### config.mk
export PLATFORM = sky130hd
export DESIGN_NAME = div_iter
export DESIGN_NICKNAME = d
export VERILOG_FILES = /design/src/rtl/div_iter.sv
export SDC_FILE = /design/constraint.sdc
export NUM_CORES = 1
export LEC_CHECK = 0
export ABC_AREA = 1
export BUFFER_PORTS_ARGS = -buffer_cell sky130_fd_sc_hd__buf_2
export CORE_ASPECT_RATIO = 1.25
export CORE_MARGIN = 8
export CORE_UTILIZATION = 28
export CTS_CLUSTER_SIZE = 40
export DETAILED_ROUTE_END_ITERATION = 8
export HOLD_SLACK_MARGIN = 0.02
export PLACE_DENSITY = 0.49
export SLEW_MARGIN = 20
export SYNTH_ARGS = -nofsm -noshare
export SYNTH_HDL_FRONTEND = slang
export SYNTH_SLANG_ARGS = --single-unit
### constraint.sdc
create_clock -name clock -period 5.2 [get_ports clock]
set_input_delay 0.52 -clock clock [delete_from_list [all_inputs] [get_ports clock]]
set_output_delay 0.52 -clock clock [all_outputs]
set_load 0.03 [all_outputs]
### src/rtl/div_iter.sv
// Iterative restoring divider: BITS_PER_CYCLE quotient bits per CALC cycle on operand
// magnitudes, followed by a single sign fix-up cycle. Supports squash via flush.
module div_iter #(
    parameter int XLEN           = 64,
    parameter int BITS_PER_CYCLE = 1
) (
    input  logic            clock,
    input  logic            reset,
    input  logic            start,
    input  logic            flush,
    input  logic            is_signed,
    input  logic [XLEN-1:0] dividend,
    input  logic [XLEN-1:0] divisor,
    output logic            ready,
    output logic            done,
    output logic [XLEN-1:0] quotient,
    output logic [XLEN-1:0] remainder
);

    localparam int N  = XLEN / BITS_PER_CYCLE;
    localparam int CW = (N > 1) ? $clog2(N) : 1;

    typedef enum logic [1:0] {
        IDLE,
        CALC,
        FIX,
        DONE
    } state_t;

    state_t          r_state;
    state_t          w_nextState;
    logic [CW-1:0]   r_cnt;
    logic [XLEN:0]   r_rem;
    logic [XLEN-1:0] r_dvd;
    logic [XLEN-1:0] r_dsr;
    logic [XLEN-1:0] r_origDvd;
    logic [XLEN-1:0] r_quot;
    logic [XLEN-1:0] r_remOut;
    logic            r_negQ;
    logic            r_negR;
    logic            r_div0;

    logic            w_accept;
    logic            w_lastCalc;
    logic [XLEN-1:0] w_absDvd;
    logic [XLEN-1:0] w_absDsr;
    logic [XLEN:0]   w_remNext;
    logic [XLEN-1:0] w_dvdNext;
    logic [XLEN:0]   w_diff;

    assign ready      = (r_state == IDLE) || (r_state == DONE);
    assign done       = (r_state == DONE);
    assign quotient   = r_quot;
    assign remainder  = r_remOut;
    assign w_accept   = ready && start && !flush;
    assign w_lastCalc = (r_state == CALC) && (r_cnt == CW'(N - 1));

    assign w_absDvd = (is_signed && dividend[XLEN-1]) ? (~dividend + 1'b1) : dividend;
    assign w_absDsr = (is_signed && divisor[XLEN-1])  ? (~divisor + 1'b1)  : divisor;

    always_ff @(posedge clock or negedge reset) begin
        if (!reset) begin
            r_state <= IDLE;
        end else begin
            r_state <= w_nextState;
        end
    end

    always_comb begin
        w_nextState = r_state;
        if (flush) begin
            w_nextState = IDLE;
        end else begin
            case (r_state)
                IDLE:    if (start) w_nextState = CALC;
                CALC:    if (w_lastCalc) w_nextState = FIX;
                FIX:     w_nextState = DONE;
                DONE:    w_nextState = start ? CALC : IDLE;
                default: w_nextState = IDLE;
            endcase
        end
    end

    // The dividend register shifts its MSB into the partial remainder while quotient
    // bits enter at its LSB, so after N cycles it holds the unsigned quotient.
    always_comb begin
        w_remNext = r_rem;
        w_dvdNext = r_dvd;
        w_diff    = '0;
        for (int k = 0; k < BITS_PER_CYCLE; k++) begin
            w_remNext = {w_remNext[XLEN-1:0], w_dvdNext[XLEN-1]};
            w_dvdNext = {w_dvdNext[XLEN-2:0], 1'b0};
            w_diff    = w_remNext - {1'b0, r_dsr};
            if (!w_diff[XLEN]) begin
                w_remNext    = w_diff;
                w_dvdNext[0] = 1'b1;
            end
        end
    end

    always_ff @(posedge clock or negedge reset) begin
        if (!reset) begin
            r_cnt     <= '0;
            r_rem     <= '0;
            r_dvd     <= '0;
            r_dsr     <= '0;
            r_origDvd <= '0;
            r_quot    <= '0;
            r_remOut  <= '0;
            r_negQ    <= 1'b0;
            r_negR    <= 1'b0;
            r_div0    <= 1'b0;
        end else if (w_accept) begin
            r_negQ    <= is_signed && (dividend[XLEN-1] ^ divisor[XLEN-1]);
            r_negR    <= is_signed && dividend[XLEN-1];
            r_div0    <= (divisor == '0);
            r_origDvd <= dividend;
            r_dvd     <= w_absDvd;
            r_dsr     <= w_absDsr;
            r_rem     <= '0;
            r_cnt     <= '0;
        end else if (flush) begin
            r_cnt <= '0;
        end else begin
            case (r_state)
                CALC: begin
                    r_rem <= w_remNext;
                    r_dvd <= w_dvdNext;
                    r_cnt <= w_lastCalc ? '0 : (r_cnt + CW'(1));
                end
                FIX: begin
                    // Divide by zero bypasses the sign fix-up entirely.
                    if (r_div0) begin
                        r_quot   <= '1;
                        r_remOut <= r_origDvd;
                    end else begin
                        r_quot   <= r_negQ ? (~r_dvd + 1'b1) : r_dvd;
                        r_remOut <= r_negR ? (~r_rem[XLEN-1:0] + 1'b1) : r_rem[XLEN-1:0];
                    end
                end
                default: begin
                end
            endcase
        end
    end

endmodule

==> results of run 1 <==
-- cell families after synthesis --
kind of cell	share of synthesized area, %
AOI/OAI and AO/OA	12.3
xor gates and xnor gates	3.63
adders and majority gates	3.04
buffers and inverters	11.8
DFF	31.8
and+or+nand+nor	37.5
-- state kept, by name, indices dropped and copies added, names as in the netlist --
signal     count
quotient      64
r_cnt          6
r_div0         1
r_dsr         64
r_dvd         64
r_negQ         1
r_negR         1
r_origDvd     64
r_rem         64
r_state        2
remainder     64
-- cell usage in the layout, fill, tap and decap left out, types with 18 or more instances in the layout --
master        n
nand2_1    1584
inv_1       768
nor2_1      530
dfrtp_1     393
nand3_1     374
buf_2       261
o21ai_0     242
a21oi_1     222
nand4_1     102
xor2_1       91
nor3_1       85
ha_1         74
clkbuf_16    49
o211ai_1     42
xnor2_1      38
o22ai_1      29
o21bai_1     28
buf_4        28
inv_2        24
or2_2        19
nand2_2      18
-- synth_stat cells, types with 2 or more instances --
cell type,n
a21oi_1,222
a22oi_1,5
a2bb2oi_1,8
a31oi_1,13
a32oi_1,7
and2_1,3
and3_1,4
buf_1,29
buf_12,2
buf_2,25
buf_6,2
clkbuf_1,99
clkinv_1,4
dfrtp_1,395
ha_1,74
inv_1,771
inv_2,22
nand2_1,1585
nand2_2,18
nand2_4,3
nand3_1,374
nand3b_1,15
nand4_1,102
nor2_1,533
nor2_2,14
nor2_4,4
nor3_1,85
nor3_2,3
nor4_1,13
o211ai_1,42
o21ai_0,242
o21ai_1,15
o21ai_2,2
o21bai_1,28
o221ai_1,10
o22a_1,14
o22ai_1,29
o31ai_1,8
o32a_1,2
o32ai_1,5
or2_2,19
xnor2_1,38
xor2_1,91
-- per-stage QoR --
stage,utilization (%),area [sq um]
after detailed placement,30.8,33900
after global placement,30.8,33900
after floorplan,-,31100
after global routing,32.3,35500
after CTS,32.3,35500
final,32.3,35600
-- path summary, 6_finish.rpt --
path,from,to,slack [ns],cells after the start
worst max-delay path,r_state[0],quotient[59],1.33,13
worst min-delay path,dividend[1],r_origDvd[1],0.16,3
worst max register to register,r_state[0],quotient[59],1.33,13
worst min register to register,r_origDvd[19],r_origDvd[19],0.47,2
max in group asynchronous,reset,r_div0,3.58,3
min in group asynchronous,reset,quotient[6],0.46,2
-- power by group --
| group | switching, uW | total (uW) | internal (uW) |
|---|---|---|---|
| clock | 1520 | 3570 | 2050 |
| combinational | 5940 | 8260 | 2320 |
| sequential | 1050 | 5320 | 4270 |
-- worst min-delay path, stage by stage --
cell and delay [ns]:
buf_2 0.10, nand2_1 0.06, nand2_1 0.07
-- metal layers --
metal | part of all wire (%) | vias up | global-route usage [%]
met3 | 4.3 | 279 | 2.33
met1 | 40 | 15226 | 26.9
li1 | - | 16285 | -
met5 | 0.016 | - | 0
met4 | 6.0 | 4 | 12.2
met2 | 50 | 886 | 40.7
-- cell type report --
cell class,count,area share (%)
sequential,395,27.8
antenna,10,0.0704
multi-input combinational,3649,49.4
clock inverter,22,0.739
timing repair buffer,296,4.62
tap,1449,5.10
clock buffer,69,3.86
inverter,797,8.42
==> flow_summary.toml, run 1 <==
[run_status]
outcome = "completed"

[layout]
fin_nets = 5396
areaGrowthSynthToFinish_pct = 14.4
multi_input_area_sq_um = 17600
fin_cells = 6687
fillers = 12419
regArea_sq_um = 9890
layout-drive-gt1-share_pct = 9.09

[timing]
tightest_slew_ns = 1.07
setup_ws_ns = 1.33
finalMaxSlewViolations = 0
fin_hold_ws_ns = 0.158
relSlewSlack_pct = 27.9
rsz0062_at_grt = "no"
timing.fmax_mhz = 259
setup_viol = 0
setup_tns_ns = 0
finClkSkew_ns = 0.0272
post-route-period-util_pct = 74.4
fin_crit_ns = 3.87
hold_violations = 0

[global_route]
gr-total-overflow = 0
grt_usage_pct = 22.9
antenna_found_initial = 13
grt_pass1_vias = 32913
grt_max_degree = 136
grt_pass1_wl_microns = 213000

[die]
pin_count = 263
dieWidth_microns = 314
die_area_sq_um = 122000
start_util_pct = 28.2
fp.dieH_microns = 389
coreArea_sq_um = 110000
num_rows = 136

[synth]
netlist_top_cells_area = "dfrtp_1, nand2_1, inv_1, nor2_1, nand3_1"
synth.cell_area_sq_um = 31100
synth-seq-cells = 395
async_reset_ff_share_pct = 100
synth_nets = 5207
netlist_instances = 4999
synth.distinct_cells = 63
avgSynthCellArea_sq_um = 6.22
ys.flop_type = "dfrtp_1"
yosys_warnings = 0
netlist.area_leader.share_pct = 31.8
synth_edf_count = 0
synth_top_area_cell = "dfrtp_1"
yosysSeqAreaShare_pct = 31.8

[worst_setup_path]
crit_family = "buffers and inverters"
start_kind = "flop"
critPathMaxStageDelay_ns = 0.76
crit_top_cell = "inv_1"
crit_arrival_ns = 4.43
critPathMaxFanout = 43
end_kind = "flop"
worstSetupPathType = "reg2reg"
worstPathCellList = "inv_1, ha_1, nor2_2, buf_4, inv_2, nand2_1, inv_1, nand2_4, inv_2, buf_4, or2_2, nand2_1, inv_1"
worst_ep_required_time_ns = 5.76
cpMaxStageDelayCell = "inv_2"
cp_num_buf_inv = 7

[drt]
vias = 32680
avgRoutedWirePerCell_microns = 21.6
firstDrtPassIters = 6
drt-initial-drc-count = 2953
routed_via_density = 4.89
drt_wl_total_microns = 144000
post-route-drc-count = 0
ant_nets = 0

[clock_tree]
cts_sinks = 395
cts_buffer_depth = 3
clkTransAtPathRegs_ns = 0.07
numCtsBuffers = 49
clock_latency_ns = 0.64
cts_tree = "yes"
ctsHtreeMaxLevel = 2
clockRootBuffer = "clkbuf_16"
cts_setup_buffers = 0
cts_hold_buf = 1
ctsResizeCount = 0

[place]
gp_congestion = 0.959
port_buffers = 262
dpl.hpwl_microns = 119000
dp_slack_ns = 1.36
placed_cells = 6585

[flow_run]
max-cap-violations = 0

[power]
power_density_nw_per_um2 = 482
power.total_uw = 17200
peakVddDrop_uv = 422
p_leak_uw = 0.0190

[min_path]
hold_path_class = "in2reg"
No activity file was read; power rests on OpenSTA's default activity.
==> inputs of run 2 (changes only) <==
--- a/config.mk
+++ b/config.mk
@@ -5,7 +5,7 @@
 export SDC_FILE = /design/constraint.sdc
 export NUM_CORES = 1
 export LEC_CHECK = 0
-export ABC_AREA = 1
+export ABC_AREA = 0
 export BUFFER_PORTS_ARGS = -buffer_cell sky130_fd_sc_hd__buf_2
 export CORE_ASPECT_RATIO = 1.25
 export CORE_MARGIN = 8
@@ -13,7 +13,7 @@
 export CTS_CLUSTER_SIZE = 40
 export DETAILED_ROUTE_END_ITERATION = 8
 export HOLD_SLACK_MARGIN = 0.02
-export PLACE_DENSITY = 0.49
+export PLACE_DENSITY = 0.5
 export SLEW_MARGIN = 20
 export SYNTH_ARGS = -nofsm -noshare
 export SYNTH_HDL_FRONTEND = slang
==> constraint.sdc (replaced) <==
create_clock -name clock -period 3.6 [get_ports clock]
set_input_delay 0.36 -clock clock [delete_from_list [all_inputs] [get_ports clock]]
set_output_delay 0.36 -clock clock [all_outputs]
set_load 0.03 [all_outputs]
==> run 2 against run 1 <==
  * Worst setup slack got worse by 1.2 ns
  * Area after synthesis fell by 18%
  * Largest power group unchanged
  * Register-to-register slack got worse by 1.2 ns
  * First-iteration DRC count is 54% lower
  * Fmax grew 11%
  * Largest cell class unchanged
  * Highest routed layer unchanged
  * Synthesized cell count decreased by 37%
==> flow_summary.toml, run 2 <==
[layout]
areaGrowthSynthToFinish_pct = 25.0
final_cell_mix = "nand2_1, dfrtp_1, a21oi_1"
final_common_cell = "nand2_1"
fillers = 9591
final_core_util_pct = 35.2
layout-drive-gt1-share_pct = 18.0
final_cell_area_sq_um = 32000
fin_nets = 3734

[worst_setup_path]
crit_arrival_ns = 3.93
worst_ep_required_time_ns = 4.05
crit_start = "r_dsr[0]"
reg2reg_to = "r_rem[32]"
critPathMaxFanout = 6
reg2reg_depth = 16
start_kind = "flop"
worstSetupPathType = "reg2reg"
rrSetupSlack_ns = 0.12
end_kind = "flop"
r2r-start = "r_dsr[0]"

[drt]
drt_wl_total_microns = 91000
post-route-drc-count = 0
routed_via_density = 4.92
wl_met3_microns = 4110
highest_layer = "met5"
vias = 23489
avgRoutedWirePerCell_microns = 19.1
wl_met2_microns = 43300
firstDrtPassIters = 5
drt-initial-drc-count = 1364
m1WireLength_microns = 40700
ant_nets = 0

[run_status]
outcome = "completed"

[timing]
finalMaxSlewViolations = 0
setup_viol = 0
relSlewSlack_pct = 38.7
rsz0062_at_grt = "yes"
fin_hold_ws_ns = 0.0638
hold_violations = 0
tightest_slew_ns = 0.919
timing.fmax_mhz = 288
finClkSkew_ns = 0.0226
fin_crit_ns = 3.48
setup_tns_ns = 0
post-route-period-util_pct = 96.6

[power]
power_density_nw_per_um2 = 986
p_leak_uw = 0.0143
peakVddDrop_uv = 509
power.total_uw = 31500

[synth]
ys.flop_type = "dfrtp_1"
synth-seq-cells = 395
yosys_warnings = 0
netlist_instances = 3126
async_reset_ff_share_pct = 100
netlist.area_leader.share_pct = 38.7
avgSynthCellArea_sq_um = 8.18
netlist_top_cells_area = "dfrtp_1, nand2_1, a21oi_1, xor2_1, o21ai_0"
post-synth-top-count-cell = "nand2_1"
synth_edf_count = 0
yosysSeqAreaShare_pct = 38.7
synth_nets = 3334
synth_common_cells = "nand2_1, dfrtp_1, a21oi_1"
synth.cell_area_sq_um = 25600
synth_top_area_cell = "dfrtp_1"
synth.distinct_cells = 90

[min_path]
hold_path_class = "in2reg"
min-delay-start = "dividend[39]"
whs_endpoint = "r_origDvd[39]"
holdPathStages = 3

[die]
fp.dieH_microns = 354
coreArea_sq_um = 90900
num_rows = 124
dieWidth_microns = 286
start_util_pct = 28.1
pin_count = 263
die_area_sq_um = 101000

[clock_tree]
ctsHtreeMaxLevel = 2
clkTransAtPathRegs_ns = 0.06
clock_latency_ns = 0.61
cts_sinks = 395
numCtsBuffers = 45
cts_tree = "yes"
clockRootBuffer = "clkbuf_16"
cts_buffer_depth = 3

[global_route]
grt_pass1_wl_microns = 141000
gr-total-overflow = 0
antenna_found_initial = 19
grt_max_degree = 92
grt_pass1_vias = 23505
grt_usage_pct = 17.4

[place]
gp_congestion = 0.866
port_buffers = 262
dpl_cell_area_sq_um = 29500
dpl.hpwl_microns = 71300

[flow_run]
max-cap-violations = 0
==> run 2: changes by cell type in the layout (fill, tap and decap cells not counted), moves of 86 or more <==
cell,previous run,this run
inv_1,768,102
xor2_1,91,177
xnor2_1,38,128
a21oi_1,222,316
buf_4,28,200
nor2_1,530,285
nand2_1,1584,493
nand3_1,374,35
==> run 2: cells by family (layout without fill, tap and decap cells) <==
kind of cell / Yosys count / in the layout / share of synthesized area, %
buf+inv: 289 / 723 / 4.35
flops: 395 / 395 / 38.7
xor+xnor: 307 / 307 / 10.5
fa+ha+maj: 75 / 75 / 3.70
mux: 56 / 56 / 2.20
compound gates: 920 / 920 / 21.3
other cells: 0 / 13 / 0
simple gates: 1084 / 1084 / 19.2
==> run 2: through the flow <==
step	cells	worst slack [ns]
2_1_floorplan	3126	0.0846
3_3_place_gp	4606	-0.110
3_5_place_dp	4606	-0.160
4_1_cts	4752	-0.0353
5_1_grt	4765	-0.0616
6_report	4770	0.122
==> run 2: metal layers <==
layer  vias up  track usage, %
met2       462            29.2
li1      11758               -
met5         -               0
met4        12            5.81
met1     11110            22.5
met3       147            3.01
==> run 2: worst max path at each step <==
stage / to / slack, ns / depth (start not counted)
2_1_floorplan: r_rem[49] / 0.08 / 14
5_1_grt: r_rem[22] / -0.06 / 16
3_5_place_dp: r_rem[23] / -0.16 / 15
3_3_place_gp: r_rem[9] / -0.11 / 16
6_report: r_rem[32] / 0.12 / 16
4_1_cts: r_rem[32] / -0.04 / 16
==> run 2: timing repair <==
| action | CTS | global route |
|---|---|---|
| resized for setup | 12 | 36 |
| hold buffers | 57 | 0 |
| buffers inserted | 8 | 5 |
| cloned | 0 | 1 |
| pin swaps | 4 | 6 |
| setup endpoints to repair | 64 | 75 |
| endpoints found under the hold margin | 139 | 0 |
==> run 2: worst max-delay path, stage by stage, from the launching register on <==
cell,delay (ns)
dfrtp_1,0.40
ha_4,0.17
fa_2,0.34
nand2b_4,0.16
a2111oi_4,0.37
nor3b_4,0.09
a2111oi_2,0.30
buf_4,0.20
o31ai_4,0.07
o21ai_2,0.17
a31o_4,0.20
xor2_4,0.18
buf_12,0.15
buf_8,0.13
buf_4,0.13
mux2i_1,0.17
o21ai_0,0.08
==> run 2: power breakdown <==
part | internal (uW) | switching, uW | total (uW)
Clock | 3090 | 2060 | 5150
Sequential | 6390 | 1670 | 8060
Combinational | 7210 | 11100 | 18300
==> run 2: layout make-up <==
class / instances / area, sq um / share of cell area [%]
Multi-Input combinational cell: 2442 / 14800 / 46.2
Timing Repair Buffer: 539 / 3740 / 11.7
Tap cell: 1197 / 1500 / 4.69
Antenna cell: 13 / 32.5 / 0.102
Clock inverter: 23 / 359 / 1.12
Sequential cell: 395 / 9890 / 30.9
Inverter: 103 / 387 / 1.21
Clock buffer: 58 / 1280 / 3.99
==> inputs of run 3 (changes only) <==
--- a/config.mk
+++ b/config.mk
@@ -14,6 +14,7 @@
 export DETAILED_ROUTE_END_ITERATION = 8
 export HOLD_SLACK_MARGIN = 0.02
 export PLACE_DENSITY = 0.5
+export RECOVER_POWER = 25
 export SLEW_MARGIN = 20
 export SYNTH_ARGS = -nofsm -noshare
 export SYNTH_HDL_FRONTEND = slang
==> run 3 against run 2 <==
  * The run now ends with capacitance limit, slew limit left
  * Die area is the same
  * Critical path depth unchanged
  * Via count about the same
  * Non-clock buffer count is the same
  * Global-route usage unchanged
  * Sequential share of layout area barely moved
  * Largest cell class unchanged
==> flow_summary.toml, run 3 (same netlist as run 2, synthesis figures left out) <==
[place]
gp_congestion = 0.866
dpl_cell_area_sq_um = 29500
dpl.hpwl_microns = 71300
port_buffers = 262
placed_cells = 4606
dp_slack_ns = -0.160

[clock_tree]
cts_sinks = 395
cts_tree = "yes"
ctsHtreeMaxLevel = 2
clkTransAtPathRegs_ns = 0.06
clockRootBuffer = "clkbuf_16"
numCtsBuffers = 45
cts_buffer_depth = 3
clock_latency_ns = 0.61

[die]
die_area_sq_um = 101000
coreArea_sq_um = 90900
fp.dieH_microns = 354
num_rows = 124
start_util_pct = 28.1
pin_count = 263
dieWidth_microns = 286

[drt]
avgRoutedWirePerCell_microns = 19.1
vias = 23511
firstDrtPassIters = 5
drt_wl_total_microns = 91000
routed_via_density = 4.93
drt-initial-drc-count = 1386
ant_nets = 0
post-route-drc-count = 0

[worst_setup_path]
reg2reg_depth = 16
cp_num_buf_inv = 4
worstPathCellList = "ha_4, fa_2, nand2b_4, a2111oi_4, nor3b_4, a2111oi_2, buf_4, o31ai_4, o21ai_2, a31o_4, xor2_4, buf_12, buf_8, buf_4, mux2i_1, o21ai_0"
critPathMaxFanout = 6
reg2reg_to = "r_rem[32]"
endpoint = "r_rem[32]"
rrSetupSlack_ns = 0.12
r2r-start = "r_dsr[0]"
start_kind = "flop"
crit_family = "compound AO/OA/AOI/OAI gates"
critPathMaxStageDelay_ns = 0.40
crit_top_cell = "buf_4"
cpMaxStageDelayCell = "dfrtp_1"
cp.depth = 16
worst_ep_required_time_ns = 4.05
worstSetupPathType = "reg2reg"
end_kind = "flop"
crit_arrival_ns = 3.93
crit_start = "r_dsr[0]"

[power]
peakVddDrop_uv = 509
power_density_nw_per_um2 = 987
p_leak_uw = 0.0143

[timing]
post-route-period-util_pct = 96.6
fin_crit_ns = 3.48
setup_ws_ns = 0.121
finalMaxSlewViolations = 89
relSlewSlack_pct = -75.8
timing.fmax_mhz = 287
fin_hold_ws_ns = 0.0612
setup_viol = 0
finClkSkew_ns = 0.0218
hold_violations = 0
tightest_slew_ns = 2.64
rsz0062_at_grt = "yes"

[flow_run]
max-cap-violations = 1

[global_route]
grt_max_degree = 92
grt_pass1_vias = 23505
grt_usage_pct = 17.4
gr-total-overflow = 0
antenna_found_initial = 19
grt_pass1_wl_microns = 141000

[layout]
areaGrowthSynthToFinish_pct = 24.9
fin_cells = 4770
fillers = 9598
final_cell_mix = "nand2_1, dfrtp_1, a21oi_1"
final_cell_area_sq_um = 31900
fin_nets = 3734
layout-drive-gt1-share_pct = 18.0
regArea_sq_um = 9890
multi_input_area_sq_um = 14800
final_common_cell = "nand2_1"

[min_path]
hold_path_class = "in2reg"

[run_status]
violations = "capacitance limit, slew limit"
outcome = "finished, violations left"
run 3: changes by cell type in the layout (fill, tap and decap cells not counted), sizes merged:
cell / before / now
clkbuf: 58 / 62
buf: 482 / 478
run 3: worst min path at each step:
stage / endpoint / cells after the start / startpoint / slack (ns)
2_1_floorplan: quotient[0] / 0 / reset / 0.06
3_3_place_gp: quotient[2] / 2 / quotient[2] / 0.45
3_5_place_dp: r_dsr[10] / 1 / reset / 0.46
4_1_cts: r_origDvd[39] / 3 / dividend[39] / 0.02
5_1_grt: r_origDvd[39] / 3 / dividend[39] / 0.06
6_report: r_origDvd[39] / 3 / dividend[39] / 0.06
run 3: repair_timing:
item | 4_1_cts | 5_1_grt
gates cloned | 0 | 1
pin swaps | 4 | 6
setup endpoints to repair | 64 | 75
hold buffers | 57 | 0
gates resized for setup | 12 | 36
setup buffers | 8 | 5
hold endpoints to repair | 139 | 0
run 3: cell type report:
type / instances / share of cell area, %
clock inverter: 23 / 1.12
timing repair buffer: 539 / 11.6
multi-input combinational: 2442 / 46.3
antenna: 13 / 0.102
sequential: 395 / 31.0
clock buffer: 58 / 4.00
inverter: 103 / 1.21
tap: 1197 / 4.69
run 3: power by group:
part / switching (uW) / internal [uW]
Combinational: 11100 / 7210
Clock: 2050 / 3090
Sequential: 1670 / 6390
run 3: stage by stage:
step / util (%) / TNS [ns] / power (uW)
after detailed placement: 32.4 / -6.58 / 26100
after global routing: 35.1 / -1.24 / 34000
after CTS: 35.0 / -0.191 / 31600
final: 35.1 / 0 / 31500
after floorplan: - / 0 / 19500
after global placement: 32.4 / -3.52 / 26000
run 3: worst reg2reg max path: stages, from the launching register on:
cell       delay (ns)
dfrtp_1          0.40
ha_4             0.17
fa_2             0.34
nand2b_4         0.16
a2111oi_4        0.37
nor3b_4          0.09
a2111oi_2        0.30
buf_4            0.20
o31ai_4          0.08
o21ai_2          0.17
a31o_4           0.20
xor2_4           0.18
buf_12           0.15
buf_8            0.13
buf_4            0.13
mux2i_1          0.17
o21ai_0          0.08
run 3: per-layer routing:
layer | vias up | global-route usage (%) | routed length [microns] | part of all wire [%]
li1 | 11750 | - | - | -
met1 | 11133 | 22.5 | 40400 | 44
met2 | 473 | 29.2 | 43400 | 48
met3 | 143 | 3.01 | 4200 | 4.6
met4 | 12 | 5.81 | 2840 | 3.1
met5 | - | 0 | 82 | 0.090
